## src/rtl/uart_lsu_pkg.sv

```systemverilog
// rtl/uart_lsu_pkg.sv - shared constants and state encoding for the UART load/store bridge
package uart_lsu_pkg;

  // Frame opcodes
  localparam logic [7:0] OP_WR = 8'h57;
  localparam logic [7:0] OP_RD = 8'h52;

  // Single-byte responses
  localparam logic [7:0] RSP_ACK = 8'h06;
  localparam logic [7:0] RSP_NAK = 8'h15;

  typedef enum logic [2:0] {
    IDLE,
    ADDR,
    WDATA,
    MREQ,
    MWAIT,
    RESP
  } state_e;

endpackage

```

## src/rtl/uart_lsu_bridge.sv

```systemverilog
// rtl/uart_lsu_bridge.sv - UART byte-frame to single-word memory load/store bridge
module uart_lsu_bridge #(
  parameter int unsigned TIMEOUT_CYC = 65535
) (
  input  logic        clk_i,
  input  logic        rstn_i,
  input  logic        en_i,
  input  logic [7:0]  rx_data_i,
  input  logic        rx_valid_i,
  output logic        rx_ready_o,
  output logic [7:0]  tx_data_o,
  output logic        tx_valid_o,
  input  logic        tx_ready_i,
  output logic        mem_req_o,
  input  logic        mem_gnt_i,
  output logic [31:0] mem_addr_o,
  output logic        mem_we_o,
  output logic [3:0]  mem_be_o,
  output logic [31:0] mem_wdata_o,
  input  logic        mem_rvalid_i,
  input  logic [31:0] mem_rdata_i,
  output logic        busy_o,
  output logic        err_o,
  input  logic        err_clr_i
);
  import uart_lsu_pkg::*;

  // Idle counter only needs to reach TIMEOUT_CYC-1
  localparam int unsigned TW = (TIMEOUT_CYC > 2) ? $clog2(TIMEOUT_CYC) : 1;

  state_e        state_q;
  logic [1:0]    cnt_q;
  logic          is_wr_q;
  logic [31:0]   addr_q;
  logic [31:0]   wdata_q;
  logic [23:0]   resp_q;
  logic [TW-1:0] idle_q;
  logic          rx_ready_q;
  logic          tx_valid_q;
  logic [7:0]    tx_data_q;
  logic          mem_req_q;
  logic          mem_we_q;
  logic [3:0]    mem_be_q;
  logic          busy_q;
  logic          err_q;

  logic          rx_fire;
  logic          tx_fire;
  logic          gnt_fire;
  logic          timeout_d;
  logic          err_set_d;
  logic [31:0]   addr_d;
  logic [31:0]   wdata_d;

  assign rx_fire   = rx_valid_i & rx_ready_q;
  assign tx_fire   = tx_valid_q & tx_ready_i;
  assign gnt_fire  = mem_req_q & mem_gnt_i;
  // Bytes arrive LSB first, so each new byte enters at the top
  assign addr_d    = {rx_data_i, addr_q[31:8]};
  assign wdata_d   = {rx_data_i, wdata_q[31:8]};
  assign timeout_d = ((state_q == ADDR) || (state_q == WDATA)) && !rx_fire &&
                     (idle_q == TW'(TIMEOUT_CYC - 1));

  // Error sources: unknown opcode, misaligned address, inter-byte timeout
  always_comb begin
    err_set_d = 1'b0;
    case (state_q)
      IDLE:  err_set_d = rx_fire && en_i && (rx_data_i != OP_WR) && (rx_data_i != OP_RD);
      ADDR:  err_set_d = timeout_d ||
                         (rx_fire && (cnt_q == 2'd3) && !is_wr_q && (addr_d[1:0] != 2'b00));
      WDATA: err_set_d = timeout_d ||
                         (rx_fire && (cnt_q == 2'd3) && (addr_q[1:0] != 2'b00));
      default: err_set_d = 1'b0;
    endcase
  end

  // Sticky error flag; a new error beats a simultaneous clear
  always_ff @(posedge clk_i or negedge rstn_i) begin
    if (!rstn_i) begin
      err_q <= 1'b0;
    end else if (err_set_d) begin
      err_q <= 1'b1;
    end else if (err_clr_i) begin
      err_q <= 1'b0;
    end
  end

  // Frame FSM with registered handshake and memory outputs
  always_ff @(posedge clk_i or negedge rstn_i) begin
    if (!rstn_i) begin
      state_q    <= IDLE;
      cnt_q      <= '0;
      is_wr_q    <= 1'b0;
      addr_q     <= '0;
      wdata_q    <= '0;
      resp_q     <= '0;
      idle_q     <= '0;
      rx_ready_q <= 1'b1;
      tx_valid_q <= 1'b0;
      tx_data_q  <= '0;
      mem_req_q  <= 1'b0;
      mem_we_q   <= 1'b0;
      mem_be_q   <= '0;
      busy_q     <= 1'b0;
    end else begin
      case (state_q)
        IDLE: begin
          cnt_q  <= '0;
          idle_q <= '0;
          // With en_i low the byte is consumed and dropped
          if (rx_fire && en_i) begin
            busy_q <= 1'b1;
            if ((rx_data_i == OP_WR) || (rx_data_i == OP_RD)) begin
              is_wr_q <= (rx_data_i == OP_WR);
              state_q <= ADDR;
            end else begin
              state_q    <= RESP;
              rx_ready_q <= 1'b0;
              tx_valid_q <= 1'b1;
              tx_data_q  <= RSP_NAK;
            end
          end
        end

        ADDR: begin
          if (rx_fire) begin
            addr_q <= addr_d;
            idle_q <= '0;
            cnt_q  <= cnt_q + 2'd1;
            if (cnt_q == 2'd3) begin
              if (is_wr_q) begin
                state_q <= WDATA;
              end else if (addr_d[1:0] != 2'b00) begin
                state_q    <= RESP;
                rx_ready_q <= 1'b0;
                tx_valid_q <= 1'b1;
                tx_data_q  <= RSP_NAK;
              end else begin
                state_q    <= MREQ;
                rx_ready_q <= 1'b0;
                mem_req_q  <= 1'b1;
                mem_we_q   <= 1'b0;
                mem_be_q   <= 4'hF;
              end
            end
          end else if (timeout_d) begin
            state_q <= IDLE;
            busy_q  <= 1'b0;
            idle_q  <= '0;
          end else begin
            idle_q <= idle_q + 1'b1;
          end
        end

        WDATA: begin
          if (rx_fire) begin
            wdata_q <= wdata_d;
            idle_q  <= '0;
            cnt_q   <= cnt_q + 2'd1;
            if (cnt_q == 2'd3) begin
              rx_ready_q <= 1'b0;
              // A misaligned write still consumes its data bytes before the NAK
              if (addr_q[1:0] != 2'b00) begin
                state_q    <= RESP;
                tx_valid_q <= 1'b1;
                tx_data_q  <= RSP_NAK;
              end else begin
                state_q   <= MREQ;
                mem_req_q <= 1'b1;
                mem_we_q  <= 1'b1;
                mem_be_q  <= 4'hF;
              end
            end
          end else if (timeout_d) begin
            state_q <= IDLE;
            busy_q  <= 1'b0;
            idle_q  <= '0;
          end else begin
            idle_q <= idle_q + 1'b1;
          end
        end

        MREQ: begin
          if (gnt_fire) begin
            mem_req_q <= 1'b0;
            mem_we_q  <= 1'b0;
            mem_be_q  <= '0;
            if (is_wr_q) begin
              state_q    <= RESP;
              cnt_q      <= '0;
              tx_valid_q <= 1'b1;
              tx_data_q  <= RSP_ACK;
            end else begin
              state_q <= MWAIT;
            end
          end
        end

        MWAIT: begin
          if (mem_rvalid_i) begin
            state_q    <= RESP;
            cnt_q      <= 2'd3;
            tx_valid_q <= 1'b1;
            tx_data_q  <= mem_rdata_i[7:0];
            resp_q     <= mem_rdata_i[31:8];
          end
        end

        RESP: begin
          if (tx_fire) begin
            if (cnt_q == 2'd0) begin
              state_q    <= IDLE;
              tx_valid_q <= 1'b0;
              rx_ready_q <= 1'b1;
              busy_q     <= 1'b0;
            end else begin
              cnt_q     <= cnt_q - 2'd1;
              tx_data_q <= resp_q[7:0];
              resp_q    <= {8'h00, resp_q[23:8]};
            end
          end
        end

        default: begin
          state_q <= IDLE;
        end
      endcase
    end
  end

  assign rx_ready_o  = rx_ready_q;
  assign tx_valid_o  = tx_valid_q;
  assign tx_data_o   = tx_data_q;
  assign mem_req_o   = mem_req_q;
  assign mem_we_o    = mem_we_q;
  assign mem_be_o    = mem_be_q;
  assign mem_addr_o  = addr_q;
  assign mem_wdata_o = wdata_q;
  assign busy_o      = busy_q;
  assign err_o       = err_q;

endmodule

```

## config.mk

```make
export PLATFORM = sky130hd
export DESIGN_NAME = uart_lsu_bridge
export DESIGN_NICKNAME = d
export VERILOG_FILES = /design/src/rtl/uart_lsu_pkg.sv /design/src/rtl/uart_lsu_bridge.sv
export SDC_FILE = /design/constraint.sdc
export NUM_CORES = 1
export LEC_CHECK = 0
export CAP_MARGIN = 20
export CORE_UTILIZATION = 50
export DETAILED_ROUTE_END_ITERATION = 16
export PLACE_DENSITY = 0.78
export RECOVER_POWER = 25
export SYNTH_ARGS = -nofsm -noshare
export SYNTH_HDL_FRONTEND = slang
export SYNTH_SLANG_ARGS = --single-unit
```

## constraint.sdc

```tcl
create_clock -name clk_i -period 2.1 [get_ports clk_i]
set_input_delay 0.315 -clock clk_i [delete_from_list [all_inputs] [get_ports clk_i]]
set_output_delay 0.315 -clock clk_i [all_outputs]
set_load 0.01 [all_outputs]
```

==> summary.md, run 1 <==
| Metric | Value |
|---|---|
| Final period util | `99.3%` |
| Max-cap violations | `0` |
| Tot GR Track Use | `26.6%` |
| Initial antenna violation count | `0` |
| Routed wire length | `14.6 mm` |
| Final hold vios | `0` |
| Num CTS Buffers | `17` |
| Total leakage power | `0.00371 µW` |
| Clock transition at path regs | `60 ps` |
| R2R Path End | `tx_data_o[3]` |
| Congestion Overflow GR | `0` |
| Post-synth EDFFs | `0` |
| Worst R2R Setup Slack | `10 ps` |
| Worst vdd ir | `0.638 mV` |
| Die area | `11,900 µm²` |
| Clock Latency Late Sink | `410 ps` |
| Final Hold Slack | `463 ps` |
| Worst Setup Path Type | `reg -> reg` |
| YS warnings | `0` |
| Rel. slew slack | `48.6%` |
| Syn Inst Count | `499` |
| Register area share after synthesis | `54.3%` |
| Skew final | `6.11 ps` |
| Final period demand of the worst path | `2090 ps` |
| Ant. Diodes | `0` |
| Critical path arrival | `2380 ps` |
| Die X | `109 µm` |
| RSZ-0062 raised after global routing | `no` |
| F_max | `0.479 GHz` |
| Critical Path Fanout Max | `13` |
| Status | `completed` |
| Num rows | `38` |
| Syn_area_per_cell | `11.5 µm²` |
| CP Cell Sequence | `nor3_1 -> nand4_1 -> nand3_2 -> a211oi_4 -> buf_12 -> mux2_2` |
| Via count | `4,485` |
| Max-slew violations | `0` |
| GP Congestion | `0.876` |
| P&R area growth vs syn | `41.6%` |
| R2R Path Start | `state_q[0]` |
| Measured slew at the worst slew-check pin | `771 ps` |
| Syn_nets | `549` |
| Root buffer cell | `clkbuf_16` |
| R2r worst-path depth | `6` |
| Synthesized flop and latch total | `124` |
| Post-route ant nets | `0` |
| Vias in the first global route | `4,622` |
| Pwr per Cell Area | `720 nW/µm²` |
| # H-tree levels | `4` |
| Worst Setup EP | `tx_data_o[3]` |
| Yosys cell types | `53` |
| IO buf count | `129` |
| Setup Viol. Count Final | `0` |
| Mapped Area | `5720 µm²` |
| DR pass1 iterations | `5` |
| Nets@finish | `716` |
| # clock sinks | `124` |
| Layout cells sized above 1 | `24.3%` |
| DPL Wire Length | `10.0 mm` |
| Via density | `5.48` |
| Setup TNS | `0 ps` |
| Max clock buf depth | `2` |
| Die height | `109 µm` |
| CP endpoint kind | `register` |
| Starting Density | `52.1%` |
| Worst EP required | `2400 ps` |
| Total power | `5830 µW` |
| Num ports | `130` |
| Worst Setup SP | `state_q[0]` |
| Avg WL per Cell | `17.8 µm` |
| Initial DRC count | `273` |
| Core area | `11,000 µm²` |
| Critical Path Max Stage Delay | `500 ps` |
| Pin count of the biggest net entering global routing | `51` |
| Commonest non-fill, non-tap cell in the layout | `clkdlybuf4s50_1` |
| Most used DFF post-synth | `dfrtp_1` |
| Commonest cells after routing, fill and taps aside | `128 x clkdlybuf4s50_1, 121 x dfrtp_1, 75 x mux2_2` |
| Critical Path Source Type | `register` |
| # DRC | `0` |
| Crit-path slowest cell | `dfrtp_2` |
| Global-route wire length before repair | `23.5 mm` |
| Hold Path Depth | `3` |
| Worst Hold Class | `in -> reg` |
| Post-synth ARST share | `100%` |
| CTS tree | `done` |
[power breakdown]
group / internal [µW] / switching, µW / leakage (µW) / total [µW]
clock network: 2090 / 1100 / 0.000317 / 3190
logic: 113 / 93.8 / 0.00174 / 207
registers: 2420 / 16.3 / 0.00166 / 2430
[worst max-delay path, delay by kind of cell, from the launching register on]
family                 cells  cell delay [ps]
buffers and inverters      1              170
AO/OA/AOI/OAI              1               60
multiplexers               1              270
flip-flops                 1              500
AND/OR/NAND/NOR            3              960
[how the worst min path moves through the flow]
stage,from,endpoint,slack [ps]
5_1_grt,mem_rdata_i[31],resp_q[23],470
4_1_cts,rstn_i,idle_q[9],380
2_1_floorplan,rstn_i,busy_o,20
3_5_place_dp,rstn_i,idle_q[11],280
3_3_place_gp,rstn_i,idle_q[11],270
6_report,mem_rdata_i[30],resp_q[22],460
[stage by stage]
step / area (µm²) / std cells / utilization (%) / setup slack (ps)
floorplan: 5720 / 499 / - / 179
global placement: 7430 / 785 / 67.7 / -258
detailed placement: 7430 / 785 / 67.7 / -344
CTS: 8120 / 819 / 73.9 / 49.2
global route: 8100 / 819 / 73.8 / 17.0
finish: 8100 / 819 / 73.8 / 14.0
[cell families after synthesis]
family | count (synthesis) | share of synthesized area (%)
xor gates and xnor gates | 14 | 2.14
muxes | 100 | 19.2
buffers and inverters | 40 | 3.46
AOI/OAI and AO/OA | 75 | 8.20
and+or+nand+nor | 144 | 12.3
DFF | 124 | 54.3
adders and majority gates | 2 | 0.437
[per-layer routing]
layer / track usage, % / vias to the layer above / routed length, µm
met5: 0 / - / 0
met4: 10.6 / 0 / 320
met3: 8.55 / 27 / 883
met2: 42.7 / 132 / 7310
met1: 33.2 / 2226 / 6080
li1: - / 2100 / -
[area by class of cell]
class / count / area [µm²]
multi-input combinational: 335 / 2430
fill: 753 / 2880
inverter: 13 / 48.8
tap: 140 / 175
sequential: 124 / 3110
timing repair buffer: 175 / 1690
clock buffer: 20 / 467
clock inverter: 12 / 185
[cell usage after synthesis, types with 3 or more instances]
| master | count | area (µm²) |
|---|---|---|
| o211ai_1 | 3 | 22.5 |
| nand4_1 | 8 | 50.1 |
| nand2_1 | 29 | 109 |
| nand3_1 | 20 | 100 |
| buf_2 | 17 | 85.1 |
| nor3_1 | 8 | 40.0 |
| o21ai_0 | 28 | 140 |
| mux2_2 | 75 | 845 |
| nor2_1 | 49 | 184 |
| buf_4 | 5 | 37.5 |
| mux2i_1 | 24 | 240 |
| nor2b_1 | 5 | 31.3 |
| xor2_1 | 11 | 96.3 |
| a21oi_1 | 24 | 120 |
| xnor2_1 | 3 | 26.3 |
| dfrtp_1 | 123 | 3080 |
| clkbuf_1 | 4 | 15.0 |
| nand2b_1 | 5 | 31.3 |
| inv_1 | 12 | 45.0 |
| and2_1 | 4 | 25.0 |
[state kept, by name, indices dropped and copies added, names as in the netlist]
name	count
busy_o	1
cnt_q	2
err_o	1
idle_q	16
is_wr_q	1
mem_addr_o	32
mem_be_o	1
mem_wdata_o	32
mem_we_o	1
resp_q	24
rx_ready_o	1
state_q	3
tx_data_o	8
tx_valid_o	1
[what timing repair did]
| action | CTS | global route |
|---|---|---|
| buffers inserted | 1 | 0 |
| pin swaps | 1 | 0 |
| hold buffers | 1 | 0 |
| endpoints found under the setup margin | 20 | 23 |
| hold endpoints to repair | 26 | 0 |
| gates resized for setup | 2 | 3 |
(Power assumes the default switching activity.)
==> run 2, diff against run 1 <==
Settings changed: PLACE_DENSITY 0.78 to default, PLACE_DENSITY_LB_ADDON from default to 0.08.
==> summary.md, run 2 (same netlist as run 1, synthesis figures left out) <==
| Metric | Value |
|---|---|
| Total leakage power | `0.00368 µW (-0.84%)` |
| Commonest non-fill, non-tap cell in the layout | `clkdlybuf4s50_1` |
| Ant. Diodes | `0 (unchanged)` |
| Critical path buffers and inverters | `1 (unchanged)` |
| Final period util | `95.7% (-3.7 points)` |
| Max-cap violations | `0 (unchanged)` |
| Post-route ant nets | `0 (unchanged)` |
| Congestion Overflow GR | `0 (unchanged)` |
| CTS tree | `done` |
| P&R area growth vs syn | `40.8%` |
| IO buf count | `129 (unchanged)` |
| Nets@finish | `715 (-0.14%)` |
| Cell area after layout | `8060 µm² (-0.59%)` |
| Worst Hold Class | `in -> reg` |
| Pwr per Cell Area | `699 nW/µm² (-2.9%)` |
| Setup Viol. Count Final | `0 (unchanged)` |
| Worst vdd ir | `0.884 mV (+39%)` |
| Critical Path Max Stage Delay | `520 ps (+20 ps)` |
| Via count | `4,403 (-1.8%)` |
| # clock sinks | `124 (unchanged)` |
| Routed wire length | `14.0 mm (-4.2%)` |
| Vias in the first global route | `4,389 (-5.0%)` |
| Initial antenna violation count | `0 (unchanged)` |
| Initial DRC count | `224 (-18%)` |
| Post-place setup slack | `-389 ps (-44.9 ps)` |
| Clock transition at path regs | `50 ps (about the same)` |
| Via density | `5.40 (-1.5%)` |
| Placement Cell Area | `7420 µm² (-0.10%)` |
| Max-slew violations | `0 (unchanged)` |
| Crit-path slowest cell | `dfrtp_1` |
| Global-route wire length before repair | `22.2 mm (-5.3%)` |
| Die X | `109 µm (unchanged)` |
| F_max | `0.498 GHz (+3.8%)` |
| Worst EP required | `2390 ps (about the same)` |
| Measured slew at the worst slew-check pin | `965 ps (+195 ps)` |
| Pin count of the biggest net entering global routing | `49 (-3.9%)` |
| Final Hold Slack | `473 ps (+9.98 ps)` |
| CP top delay family | `flip-flops` |
| Layout cells sized above 1 | `23.1% (-1.2 points)` |
| Placed cells | `784 (-0.13%)` |
| Tot GR Track Use | `24.9% (-1.6 points)` |
| Status | `completed` |
| Commonest cells after routing, fill and taps aside | `128 x clkdlybuf4s50_1, 122 x dfrtp_1, 75 x mux2_2` |
| Num ports | `130 (unchanged)` |
| Core area | `11,000 µm² (unchanged)` |
| Die area | `11,900 µm² (unchanged)` |
| # DRC | `0 (unchanged)` |
| Clock Latency Late Sink | `420 ps (about the same)` |
| Max clock buf depth | `2 (unchanged)` |
| DPL Wire Length | `9.86 mm (-1.6%)` |
| Num rows | `38 (unchanged)` |
| Skew final | `9.02 ps (+2.91 ps)` |
| Critical Path Fanout Max | `9 (-4)` |
| CP endpoint kind | `register` |
| GP Congestion | `0.899 (+2.6%)` |
| Final cell count without fillers | `816 (-0.37%)` |
| RSZ-0062 raised after global routing | `no` |
| Die height | `109 µm (unchanged)` |
| Avg WL per Cell | `17.1 µm (-3.9%)` |
| Setup TNS | `0 ps (unchanged)` |
| Final hold vios | `0 (unchanged)` |
| Starting Density | `52.1% (unchanged)` |
| DR pass1 iterations | `4 (-1)` |
| Critical Path Source Type | `register` |
| Num CTS Buffers | `17 (unchanged)` |
| Final period demand of the worst path | `2010 ps (-77.1 ps)` |
| Worst Setup Path Type | `reg -> reg` |
| Rel. slew slack | `35.6% (-13 points)` |
| CP Cell Sequence | `and3b_1 -> a32oi_2 -> nand3_2 -> a211oi_4 -> buf_12 -> mux2_2` |
| Post-route setup slack | `91.1 ps (+77.1 ps)` |
| Critical path arrival | `2300 ps (-80 ps)` |
| # H-tree levels | `4 (unchanged)` |
| Root buffer cell | `clkbuf_16` |
run 2: changes by cell type in the layout (fill, tap and decap cells not counted), sizes merged:
| cell | delta |
|---|---|
| inv | -2 |
| clkinv | -4 |
| clkinvlp | +1 |
| clkbuf | +2 |
run 2: where the power goes:
group          switching [µW]  total [µW]  internal [µW]
clock network             984        2980           2000
logic                    92.6         209            116
registers                18.7        2440           2420
run 2: area by class of cell:
cell class / count / area, µm²
Multi-Input combinational cell: 335 / 2440
Clock buffer: 23 / 458
Tap cell: 140 / 175
Clock inverter: 7 / 140
Sequential cell: 124 / 3110
Fill cell: 775 / 2930
Timing Repair Buffer: 174 / 1690
Inverter: 13 / 48.8
run 2: timing repair:
action                                 4_1_cts  5_1_grt
setup endpoints to repair                    8       10
endpoints found under the hold margin       34        0
pin swaps                                    1        0
hold buffers                                 1        0
setup buffers                                1        0
gates resized for setup                      0        3
run 2: path summary, 6_finish.rpt:
kind	start	end	slack [ps]	depth (start not counted)
max in group asynchronous	rstn_i	mem_addr_o[5]	320	3
min in group asynchronous	rstn_i	idle_q[12]	590	2
worst max-delay path	state_q[2]	tx_data_o[0]	90	6
worst min-delay path	mem_rdata_i[28]	resp_q[20]	470	3
worst min register to register	mem_addr_o[4]	mem_addr_o[4]	500	1
worst max register to register	state_q[2]	tx_data_o[0]	90	6
run 2: through the flow:
stage	power, µW	utilization (%)
2_1_floorplan	2510	-
4_1_cts	5690	73.3
6_report	5630	73.3
3_3_place_gp	2690	67.6
5_1_grt	5810	73.3
3_5_place_dp	2690	67.6
run 2: routing by layer:
layer | wire (µm) | vias up | global-route usage, % | share of wire (%)
li1 | - | 2104 | - | -
met2 | 6740 | 128 | 38.2 | 48
met4 | 136 | 0 | 6.85 | 0.97
met5 | 0 | - | 0 | 0
met3 | 1110 | 11 | 10.5 | 8.0
met1 | 5980 | 2160 | 32.4 | 43
run 2: tightest hold or removal path, cell delays in order:
cell and delay, ps:
clkdlybuf4s50_1 390, nand3_1 60, o21ai_0 70
